===== src/rtl/mem_arb_pkg.sv =====
// Shared types for the memory port arbiter: FSM states, owner encoding and lane bus.
// Used by mem_port_arbiter and mem_lane_pack.
package mem_arb_pkg;

    localparam int unsigned LANES = 4;

    typedef enum logic [1:0] {ARB_IDLE, ARB_ACCESS, ARB_DONE} arb_state_t;
    typedef enum logic {OWN_IF, OWN_D} arb_owner_t;

    typedef logic [0:LANES-1][7:0] lane_bus_t;

    function automatic logic [31:0] sat_inc(input logic [31:0] v);
        return (v == '1) ? v : v + 32'd1;
    endfunction

endpackage


===== src/rtl/mem_lane_pack.sv =====
// Big-endian word <-> byte-lane conversion: lane 0 carries bits 31:24.
// Write path packs the store word, read path reassembles the load word.
module mem_lane_pack
    import mem_arb_pkg::*;
(
    input  logic [31:0]            i_wr_word,
    output logic [0:LANES-1][7:0]  o_wr_lanes,
    input  logic [0:LANES-1][7:0]  i_rd_lanes,
    output logic [31:0]            o_rd_word
);

    always_comb begin
        o_wr_lanes = {i_wr_word[31:24], i_wr_word[23:16], i_wr_word[15:8], i_wr_word[7:0]};
        o_rd_word  = {i_rd_lanes[0], i_rd_lanes[1], i_rd_lanes[2], i_rd_lanes[3]};
    end

endmodule


===== src/rtl/mem_port_arbiter.sv =====
// Shares one fixed-latency memory port between instruction fetch and data access,
// data has priority. Optional per-owner statistics under `MEM_ARB_STATS_EN`.
module mem_port_arbiter
    import mem_arb_pkg::*;
#(
    parameter int unsigned MEM_LATENCY = 2,
    parameter int unsigned ADDR_W      = 32
) (
    input  logic                   clk,
    input  logic                   rst_b,
    input  logic                   halted,
    input  logic                   if_req,
    input  logic [ADDR_W-1:0]      if_addr,
    output logic [31:0]            if_rdata,
    output logic                   if_valid,
    input  logic                   d_req,
    input  logic                   d_we,
    input  logic [ADDR_W-1:0]      d_addr,
    input  logic [31:0]            d_wdata,
    output logic [31:0]            d_rdata,
    output logic                   d_valid,
    output logic [ADDR_W-1:0]      mem_addr,
    output logic [0:LANES-1][7:0]  mem_data_in,
    output logic                   mem_write_en,
    input  logic [0:LANES-1][7:0]  mem_data_out,
    output logic                   stall,
    output logic                   busy
`ifdef MEM_ARB_STATS_EN
    ,
    output logic [31:0]            stat_if_cnt,
    output logic [31:0]            stat_d_cnt,
    output logic [31:0]            stat_stall_cnt
`endif
);

    localparam logic [3:0] LAST_CNT = 4'(MEM_LATENCY - 1);

    arb_state_t        r_state, w_state_nxt;
    arb_owner_t        r_owner, w_owner_nxt;
    logic [3:0]        r_cnt, w_cnt_nxt;
    logic [ADDR_W-1:0] r_addr, w_addr_nxt;
    logic              r_we, w_we_nxt;
    logic [31:0]       r_wdata, w_wdata_nxt;
    logic [31:0]       r_if_rdata, r_d_rdata;

    logic              w_capture;
    logic [31:0]       w_wr_word;
    logic [31:0]       w_rd_word;
    logic [ADDR_W-1:0] w_sel_addr;

    mem_lane_pack u_lane_pack (
        .i_wr_word  (w_wr_word),
        .o_wr_lanes (mem_data_in),
        .i_rd_lanes (mem_data_out),
        .o_rd_word  (w_rd_word)
    );

    always_comb begin
        w_state_nxt  = r_state;
        w_owner_nxt  = r_owner;
        w_cnt_nxt    = r_cnt;
        w_addr_nxt   = r_addr;
        w_we_nxt     = r_we;
        w_wdata_nxt  = r_wdata;
        w_capture    = 1'b0;
        w_wr_word    = '0;
        mem_addr     = '0;
        mem_write_en = 1'b0;
        if_valid     = 1'b0;
        d_valid      = 1'b0;
        w_sel_addr   = d_req ? d_addr : if_addr;

        case (r_state)
            ARB_IDLE: begin
                if ((if_req || d_req) && !halted) begin
                    w_state_nxt = ARB_ACCESS;
                    w_cnt_nxt   = '0;
                    w_owner_nxt = d_req ? OWN_D : OWN_IF;
                    w_addr_nxt  = w_sel_addr & ~ADDR_W'(3);
                    w_we_nxt    = d_req && d_we;
                    w_wdata_nxt = d_wdata;
                end
            end
            ARB_ACCESS: begin
                mem_addr     = r_addr;
                mem_write_en = r_we && (r_cnt == '0);
                if (r_we) begin
                    w_wr_word = r_wdata;
                end
                if (r_cnt == LAST_CNT) begin
                    w_capture   = !r_we;
                    w_state_nxt = ARB_DONE;
                end else begin
                    w_cnt_nxt = r_cnt + 4'd1;
                end
            end
            ARB_DONE: begin
                // No grant here: the bubble keeps back-to-back ordering simple.
                if_valid    = (r_owner == OWN_IF);
                d_valid     = (r_owner == OWN_D);
                w_state_nxt = ARB_IDLE;
            end
            default: begin
                w_state_nxt = ARB_IDLE;
            end
        endcase
    end

    always_ff @(posedge clk or posedge rst_b) begin
        if (rst_b) begin
            r_state    <= ARB_IDLE;
            r_owner    <= OWN_IF;
            r_cnt      <= '0;
            r_addr     <= '0;
            r_we       <= 1'b0;
            r_wdata    <= '0;
            r_if_rdata <= '0;
            r_d_rdata  <= '0;
        end else begin
            r_state <= w_state_nxt;
            r_owner <= w_owner_nxt;
            r_cnt   <= w_cnt_nxt;
            r_addr  <= w_addr_nxt;
            r_we    <= w_we_nxt;
            r_wdata <= w_wdata_nxt;
            if (w_capture) begin
                if (r_owner == OWN_IF) begin
                    r_if_rdata <= w_rd_word;
                end else begin
                    r_d_rdata <= w_rd_word;
                end
            end
        end
    end

    assign if_rdata = r_if_rdata;
    assign d_rdata  = r_d_rdata;
    assign stall    = (if_req || d_req) && !(if_valid || d_valid);
    assign busy     = (r_state != ARB_IDLE);

`ifdef MEM_ARB_STATS_EN
    logic [31:0] r_stat_if, r_stat_d, r_stat_stall;

    always_ff @(posedge clk or posedge rst_b) begin
        if (rst_b) begin
            r_stat_if    <= '0;
            r_stat_d     <= '0;
            r_stat_stall <= '0;
        end else begin
            if (if_valid) r_stat_if    <= sat_inc(r_stat_if);
            if (d_valid)  r_stat_d     <= sat_inc(r_stat_d);
            if (stall)    r_stat_stall <= sat_inc(r_stat_stall);
        end
    end

    assign stat_if_cnt    = r_stat_if;
    assign stat_d_cnt     = r_stat_d;
    assign stat_stall_cnt = r_stat_stall;
`endif

endmodule


===== config.mk =====
export PLATFORM = sky130hd
export DESIGN_NAME = mem_port_arbiter
export DESIGN_NICKNAME = d
export VERILOG_FILES = /design/src/rtl/mem_arb_pkg.sv /design/src/rtl/mem_lane_pack.sv /design/src/rtl/mem_port_arbiter.sv
export SDC_FILE = /design/constraint.sdc
export NUM_CORES = 1
export LEC_CHECK = 0
export BUFFER_PORTS_ARGS = -buffer_cell sky130_fd_sc_hd__buf_2
export CAP_MARGIN = 15
export CORE_MARGIN = 3
export CORE_UTILIZATION = 40
export CTS_CLUSTER_DIAMETER = 50
export DETAILED_ROUTE_END_ITERATION = 7
export GPL_TIMING_DRIVEN = 0
export HOLD_SLACK_MARGIN = 0.02
export PLACE_DENSITY = 0.8
export SYNTH_ARGS = -nofsm -noshare
export SYNTH_HDL_FRONTEND = slang
export SYNTH_SLANG_ARGS = --single-unit

===== constraint.sdc =====
create_clock -name clk -period 5 [get_ports clk]
set_input_delay 1 -clock clk [delete_from_list [all_inputs] [get_ports clk]]
set_output_delay 1 -clock clk [all_outputs]
set_load 0.05 [all_outputs]

==> qor.csv, run 1 <==
metric;value;unit
DP HPWL;11500;um
Final Util;55.8;%
gpl congestion;0.778;
CTS Sinks;134;
clock transition at the registers of the reported paths;0.06;ns
worst-path fanout max;10;
IO Pins;267;
die width;129;um
synth warn;0;
CP endpoint kind;output port;
synthesized cell area;6010;um2
via count;4686;
Setup CP Type;input pin to output port;
die height;129;um
fin crit period;3.37;ns
Slew Limit Fails;0;
row count;44;
Setup Viol. Count Final;0;
Syn Area/Cell;13.1;um2
Peak supply drop;327;uV
antenna violations before repair;0;
Pre-antenna DRT Iters;4;
Final period util;67.4;%
Post-synth EDFFs;0;
setup TNS;0;ns
min-delay worst type;flop to flop;
total CTS buffers;17;
max_slew headroom;53.1;%
PD cells;790;nW/um2
Clk Latency, worst-skew pair;0.41;ns
clk root buf;clkbuf_16;
ys flop type;dfrtp_1;
P&R area growth vs syn;35.8;%
Synth area leader;dfrtp_1;
CP Launch Type;input pin;
r2r startpoint;r_cnt[1]$_DFFE_PP0P_;
hold bufs inserted after CTS;0;
cell count after synthesis;460;
filler instances;1242;
commonest cells after routing, fill and taps aside;262 x buf_2, 134 x dfrtp_1, 67 x mux2_2, 63 x o21ai_0, 33 x and3_1;
slew at the pin closest to its max-slew limit;0.704;ns
Hold Path Depth;2;
DR iter-0 viols;133;
storage element area;3350;um2
R2R Setup Slk;2.68;ns
synth top area cells;dfrtp_1 56%, mux2_2 13%, mux2_4 7.5%;
Tot GR Track Use;18.4;%
post-synth top area share;55.8;%
Worst Hold End;r_addr[28]$_DFFE_PP0P_;
synth unique cells;32;
core area;14600;um2
first-pass GRT wire length;23800;um
max_cap viols;0;
Initial Util;41.1;%
RSZ-0062 raised after global routing;false;
data arrival time of the worst path;2.37;ns
worst r2r path cells;6;
setup bufs post-CTS;0;
ys async rst share;100;%
worst reg2reg path endpoint;d_rdata[16]$_DFFE_PP0P_;
mean number of vias per cell;5.01;
nets@finish;877;
Detail Route Antenna Nets;0;
commonest non-fill, non-tap cell in the layout;buf_2;
largest net degree at the start of global routing;70;
share of cells above drive strength 1;52.7;%
Max Buffers Root-to-Sink;2;
number of global-route vias before repair;4717;
Max H-tree Level;4;
Overflow after GRT;0;
crit path launch;d_req;
# DRC;0;
WP data required;4.00;ns
status;completed;
CTS resizes;0;
Routed Wire Length;15400;um
Leak;4.29;nW
Multi-input gate area;2440;um2
final hold violation count;0;
synthesized flop and latch total;134;
fmax;297;MHz
Final Skew;0.00998;ns
# diodes;0;
Hold Startpoint;r_addr[28]$_DFFE_PP0P_;
share of the yosys chip area belonging to registers;55.8;%
TritonCTS clock tree;yes;
die footprint;16500;um2
number of port buffers;259;
drt wl/cell;16.5;um
routing by layer:
metal | up-vias | GRT usage [%] | share of wire [%] | wire, um
met5 | - | 0 | 0 | 0
met4 | 0 | 8.09 | 2.7 | 414
met3 | 34 | 5.73 | 7.4 | 1140
met2 | 198 | 30.8 | 49 | 7560
met1 | 2273 | 22.0 | 41 | 6310
li1 | 2181 | - | - | -
synth_stat cells, types with 2 or more instances:
master	count
dfrtp_1	134
nor2_1	4
buf_12	3
nor3b_1	3
o22ai_1	2
and3_1	33
o21ai_0	63
clkbuf_1	28
mux2_4	30
buf_2	3
or3_1	2
nand2_1	2
ha_1	3
and2_1	30
buf_4	2
mux2_2	67
inv_1	5
mux2i_1	31
nand3_1	2
cells by family after synthesis:
family	Yosys count	synth area share, %
flip-flops	134	55.8
XOR/XNOR	1	0.146
buffers and inverters	42	3.75
AND/OR/NAND/NOR	84	8.74
AO/OA/AOI/OAI	67	5.70
multiplexers	128	25.2
other	1	0.0624
adder cells (fa/ha/maj)	3	0.624
critical path, cell delays in order:
cell	delay [ns]
clkbuf_1	0.19
nor2_1	0.51
clkbuf_1	0.37
a21oi_1	0.06
buf_2	0.23
sequential cells by signal, indices dropped and copies added (netlist names):
name / cells
d_rdata: 32
if_rdata: 32
r_wdata: 32
r_addr: 30
r_cnt: 4
r_state: 2
r_owner: 1
r_we: 1
per-stage QoR:
step,power [W],area [um2],cells,hold slack [ns],setup WS (ns)
finish,0.00645,8160,935,0.494,1.63
global route,0.00679,8160,935,0.507,1.47
CTS,0.00650,8160,935,0.500,1.61
detailed placement,0.00523,7570,905,0.487,1.62
global placement,0.00515,7540,904,0.481,-1.18
floorplan,0.00443,6020,461,0.465,0.417
worst max-delay path by stage:
stage,end,cells after the start
6_report,stall,5
5_1_grt,stall,5
4_1_cts,stall,5
3_5_place_dp,stall,5
3_3_place_gp,d_rdata[8]$_DFFE_PP0P_,2
2_1_floorplan,d_rdata[0]$_DFFE_PP0P_,1
layout make-up:
| type | instances | share of cell area [%] |
|---|---|---|
| plain buffers | 37 | 2.53 |
| well taps | 184 | 2.82 |
| flip-flops and latches | 134 | 41.1 |
| clock buffers | 22 | 5.69 |
| repair buffers | 260 | 16.2 |
| inverters | 5 | 0.291 |
| clock inverters | 8 | 1.53 |
| multi-input cells | 285 | 29.9 |
power breakdown:
part	internal, W	switching, W	total, W
clock network	0.000804	0.000442	0.00125
registers	0.00163	0.000277	0.00191
logic	0.00102	0.00228	0.00329
total	0.00345	0.00299	0.00645
Note: power is estimated with default switching activity, not from simulation.
==> inputs of run 2 (changes only) <==
ABC_AREA = 1   (was unset)
PLACE_DENSITY = 0.79   (was 0.8)
clock period = 3.5 ns   (was 5 ns; I/O delays follow)
==> run 2 against run 1 <==
  * Routed wire length rose by 19%
  * Non-clock buffer count grew 19
  * Cell area increased by 5.0%
  * Critical path depth shrank 1
  * Combinational power is 48% higher
  * Sequential power is 39% higher
  * First-iteration DRC count is 130% higher
  * Cell count up 40%
  * Utilization is 0.24 points higher
  * Synthesized cell count grew 74%
==> qor.csv, run 2 <==
metric;value;unit
status;completed;
Placed Cells;1275;
WP data required;2.80;ns
number of port buffers;259;
DP HPWL;13900;um
mux cell area share after synthesis;0;%
Peak supply drop;449;uV
Tot GR Track Use;21.1;%
most common library cells after synthesis;326 x nand2_1, 134 x dfrtp_1, 70 x nor2_1;
first-pass GRT wire length;29500;um
share of the yosys chip area belonging to registers;53.3;%
setup ws final;0.895;ns
RSZ-0062 raised after global routing;false;
Clk Latency, worst-skew pair;0.40;ns
number of global-route vias before repair;5880;
commonest non-fill, non-tap cell in the layout;nand2_1;
die height;131;um
min-delay worst type;input pin to asynchronous set/reset pin;
Syn Area/Cell;7.85;um2
Final period util;74.4;%
Post-Synth Simple-Gate Area;29.9;%
Synth Area in Compound Gates;5.25;%
synthesized flop and latch total;134;
DR iter-0 viols;302;
Max Buffers Root-to-Sink;2;
via count;6070;
CTS Sinks;134;
Final Skew;0.00583;ns
drt wl/cell;14.1;um
Max H-tree Level;4;
die footprint;17300;um2
synth top area cells;dfrtp_1 53%, nand2_1 19%, nand3_1 5.3%;
Final Util;56.0;%
synthesized cell area;6290;um2
max_slew headroom;56.0;%
Fin Hold WS;0.393;ns
largest net degree at the start of global routing;38;
crit path launch;r_state[0]$_DFFE_PP0P_;
main combinational cell family by area after synthesis;simple AND/OR/NAND/NOR gates;
top-count cell post-synth;nand2_1;
Setup Viol. Count Final;0;
worst-path fanout max;10;
hold bufs inserted after CTS;0;
slew at the pin closest to its max-slew limit;0.659;ns
clk root buf;clkbuf_16;
# diodes;0;
CTS resizes;0;
gpl congestion;0.836;
row count;45;
setup bufs post-CTS;0;
CP endpoint kind;output port;
Pre-antenna DRT Iters;5;
Overflow after GRT;0;
Slew Limit Fails;0;
clock transition at the registers of the reported paths;0.06;ns
Multi-input gate area;2270;um2
fin crit period;2.60;ns
P&R area growth vs syn;36.4;%
commonest cells after routing, fill and taps aside;326 x nand2_1, 281 x buf_2, 134 x dfrtp_1, 70 x nor2_1, 68 x inv_1;
Layout Cells excl Fill;1307;
Adder-Cell Fraction of Synth Area;0.597;%
Leak;4.86;nW
Synth area leader;dfrtp_1;
cell count after synthesis;801;
synth unique cells;23;
mean number of vias per cell;4.64;
Initial Util;41.1;%
ys flop type;dfrtp_1;
max_cap viols;0;
CP Launch Type;flop;
Routed Wire Length;18400;um
r2r startpoint;r_state[0]$_DFFE_PP0P_;
post-placement setup slack;1.30;ns
total CTS buffers;17;
die width;131;um
antenna violations before repair;0;
# DRC;0;
storage element area;3350;um2
Post-Synth XOR/XNOR Area;0.279;%
PD cells;1110;nW/um2
Post-synth EDFFs;0;
Detail Route Antenna Nets;0;
share of cells above drive strength 1;31.3;%
IO Pins;267;
setup TNS;0;ns
data arrival time of the worst path;1.90;ns
TritonCTS clock tree;yes;
core area;15300;um2
ys async rst share;100;%
Setup CP Type;flop to output port;
post-synth top area share;53.3;%
synth warn;0;
filler instances;1435;
fmax;384;MHz
nets@finish;1220;
final hold violation count;0;
[run 2: worst paths after layout]
path / slack, ns / depth (start not counted) / to
max in group asynchronous: 2.27 / 4 / if_rdata[3]$_DFFE_PP0P_
setup reg to reg: 1.86 / 5 / r_addr[26]$_DFFE_PP0P_
hold / removal: 0.39 / 2 / r_addr[5]$_DFFE_PP0P_
hold reg to reg: 0.46 / 2 / d_rdata[21]$_DFFE_PP0P_
min in group clk: 0.46 / 2 / d_rdata[21]$_DFFE_PP0P_
setup / recovery: 0.90 / 4 / mem_data_in[31]
[run 2: power by group]
group / internal (W) / switching [W] / leakage (nW)
clock: 0.00134 / 0.000636 / 0.320
combinational: 0.00116 / 0.00370 / 2.89
sequential: 0.00230 / 0.000362 / 1.65
[run 2: per-layer routing]
metal	track usage, %	vias to the layer above	share of wire, %
met5	0	-	0
met4	6.48	0	1.6
met3	5.21	22	7.8
met2	35.7	289	48
met1	26.9	2752	42
li1	-	3007	-
[run 2: area by class of cell]
cell class                      count  area share (%)
Clock buffer                       24            5.73
Timing Repair Buffer              262            15.8
Buffer                             54            4.67
Multi-Input combinational cell    543            26.5
Sequential cell                   134            39.1
Inverter                           71            3.15
Clock inverter                      8            1.96
Tap cell                          211            3.08
[run 2: worst max-delay path, cell delays in order (launching register included)]
cell and delay, ns:
dfrtp_1 0.39, nand2_1 0.16, clkbuf_1 0.51, nor2_1 0.18
buf_2 0.26
[run 2: cells by family after synthesis]
group / count (synthesis)
AND/OR/NAND/NOR: 470
flip-flops: 134
buffers and inverters: 125
AO/OA/AOI/OAI: 66
adder cells (fa/ha/maj): 3
XOR/XNOR: 2
other: 1
[run 2: per-stage QoR]
| stage | total power [W] | instance area, um2 |
|---|---|---|
| 2_1_floorplan | 0.00630 | 6290 |
| 3_3_place_gp | 0.00745 | 7860 |
| 3_5_place_dp | 0.00756 | 7920 |
| 4_1_cts | 0.00956 | 8570 |
| 5_1_grt | 0.0100 | 8570 |
| 6_report | 0.00950 | 8570 |
==> inputs of run 3 (changes only) <==
PLACE_DENSITY = 0.82   (was 0.79)
clock period = 2.3 ns   (was 3.5 ns; I/O delays follow)
==> run 3 against run 2 <==
  * Flip-flop and latch count unchanged
  * Clock skew rose by 0.0033 ns
  * Global-route usage is 0.76 points higher
  * Count of clock-buffer cells in the layout decreased by 5
  * Non-clock buffer count unchanged
  * Setup slack worse by 0.83 ns
==> qor.csv, run 3 (synthesis gave the netlist of run 2 again) <==
metric;value;unit
status;completed;
Setup CP Type;flop to output port;
Final Skew;0.00912;ns
R2R Setup Slk;0.76;ns
drt wl/cell;14.6;um
DR iter-0 viols;342;
total power;0.0149;W
DP HPWL;13800;um
number of global-route vias before repair;5940;
clock transition at the registers of the reported paths;0.06;ns
number of port buffers;259;
Initial Util;41.1;%
Clk Latency, worst-skew pair;0.41;ns
final hold violation count;0;
Routed Wire Length;19100;um
Max H-tree Level;4;
core area;15300;um2
min-delay worst type;input pin to asynchronous set/reset pin;
Placed Cells;1275;
slew at the pin closest to its max-slew limit;0.624;ns
commonest non-fill, non-tap cell in the layout;nand2_1;
Setup Viol. Count Final;0;
crit-path cells;inv_1 > nand2_1 > buf_4 > buf_2 > nor2_1 > buf_6;
RSZ-0062 raised after global routing;true;
clk root buf;clkbuf_16;
share of cells above drive strength 1;32.8;%
Detail Route Antenna Nets;0;
Leak;4.89;nW
Slew Limit Fails;0;
die height;131;um
antenna violations before repair;0;
nets@finish;1220;
commonest cells after routing, fill and taps aside;326 x nand2_1, 231 x buf_2, 134 x dfrtp_1, 68 x inv_1, 67 x nand3_1;
via count;6231;
gpl congestion;0.853;
die footprint;17300;um2
Peak supply drop;896;uV
P&R area growth vs syn;40.4;%
data arrival time of the worst path;1.78;ns
total CTS buffers;17;
TritonCTS clock tree;yes;
# diodes;0;
largest net degree at the start of global routing;39;
r2r startpoint;r_cnt[1]$_DFFE_PP0P_;
# DRC;0;
max_cap viols;0;
Overflow after GRT;0;
CP Launch Type;flop;
mean number of vias per cell;4.77;
Max Buffers Root-to-Sink;2;
crit path launch;r_state[1]$_DFFE_PP0P_;
row count;45;
max_slew headroom;58.3;%
CP endpoint kind;output port;
first-pass GRT wire length;30400;um
WP data required;1.84;ns
die width;131;um
CTS Sinks;134;
filler instances;1409;
fmax;447;MHz
Slowest-stage cell, CP;dfrtp_1;
Tot GR Track Use;21.9;%
Pre-antenna DRT Iters;5;
PD cells;1690;nW/um2
Final period util;97.3;%
Layout Cells excl Fill;1307;
fin crit period;2.24;ns
worst-path fanout max;10;
max incr delay on CP;0.37;ns
IO Pins;267;
run 3: changes by cell type in the layout (fill, tap and decap cells not counted), sizes merged:
cell,before,now
clkinv,3,2
clkinvlp,2,3
clkbuf,39,41
bufinv,5,6
buf,301,294
inv,69,73
run 3: repair_timing:
item	in CTS	in global routing
endpoints found under the setup margin	49	49
resized for setup	16	104
hold buffers	0	0
hold endpoints to repair	0	0
buffers inserted	0	0
run 3: metal layers:
layer | wire length (um) | vias up | global-route usage, %
met1 | 7870 | 2916 | 26.6
li1 | - | 3011 | -
met3 | 1500 | 31 | 7.04
met4 | 382 | 0 | 6.71
met5 | 0 | - | 0
met2 | 9330 | 273 | 37.2
run 3: final cells by class:
class                      count  area (um2)  share of cell area, %
buffer                        54         413                   4.68
clock buffer                  19         453                   5.13
clock inverter                13         239                   2.71
inverter                      71         272                   3.07
multi-input combinational    543        2300                   26.0
sequential                   134        3350                   38.0
tap                          211         264                   2.99
timing repair buffer         262        1540                   17.4
run 3: worst max-delay path, delay by kind of cell (launching register included):
kind                   cells  cell delay [ns]
buffers and inverters      4             0.68
DFF                        1             0.37
and+or+nand+nor            2             0.32
run 3: where the power goes:
group	switching (W)	internal, W
Clock	0.00105	0.00211
Sequential	0.000557	0.00350
Combinational	0.00572	0.00195
run 3: stage by stage:
stage	util [%]	hold WS, ns	setup slack (ns)	TNS (ns)	instance area (um2)
2_1_floorplan	-	0.449	0.175	0	6290
5_1_grt	57.7	0.140	-0.0306	-0.112	8830
6_report	57.7	0.127	0.0621	0	8830
3_3_place_gp	51.3	0.449	-0.724	-95.86	7860
4_1_cts	56.5	0.121	0.00288	0	8650
3_5_place_dp	51.7	0.453	0.311	0	7920
run 3: final timing paths:
path                                           end  cells after the start
setup reg to reg           d_rdata[28]$_DFFE_PP0P_                      8
max in group asynchronous  r_wdata[20]$_DFFE_PP0P_                      4
hold reg to reg            if_rdata[2]$_DFFE_PP0P_                      2
min in group clk           r_wdata[31]$_DFFE_PP0P_                      3
hold / removal             d_rdata[25]$_DFFE_PP0P_                      2
setup / recovery                    mem_data_in[2]                      6
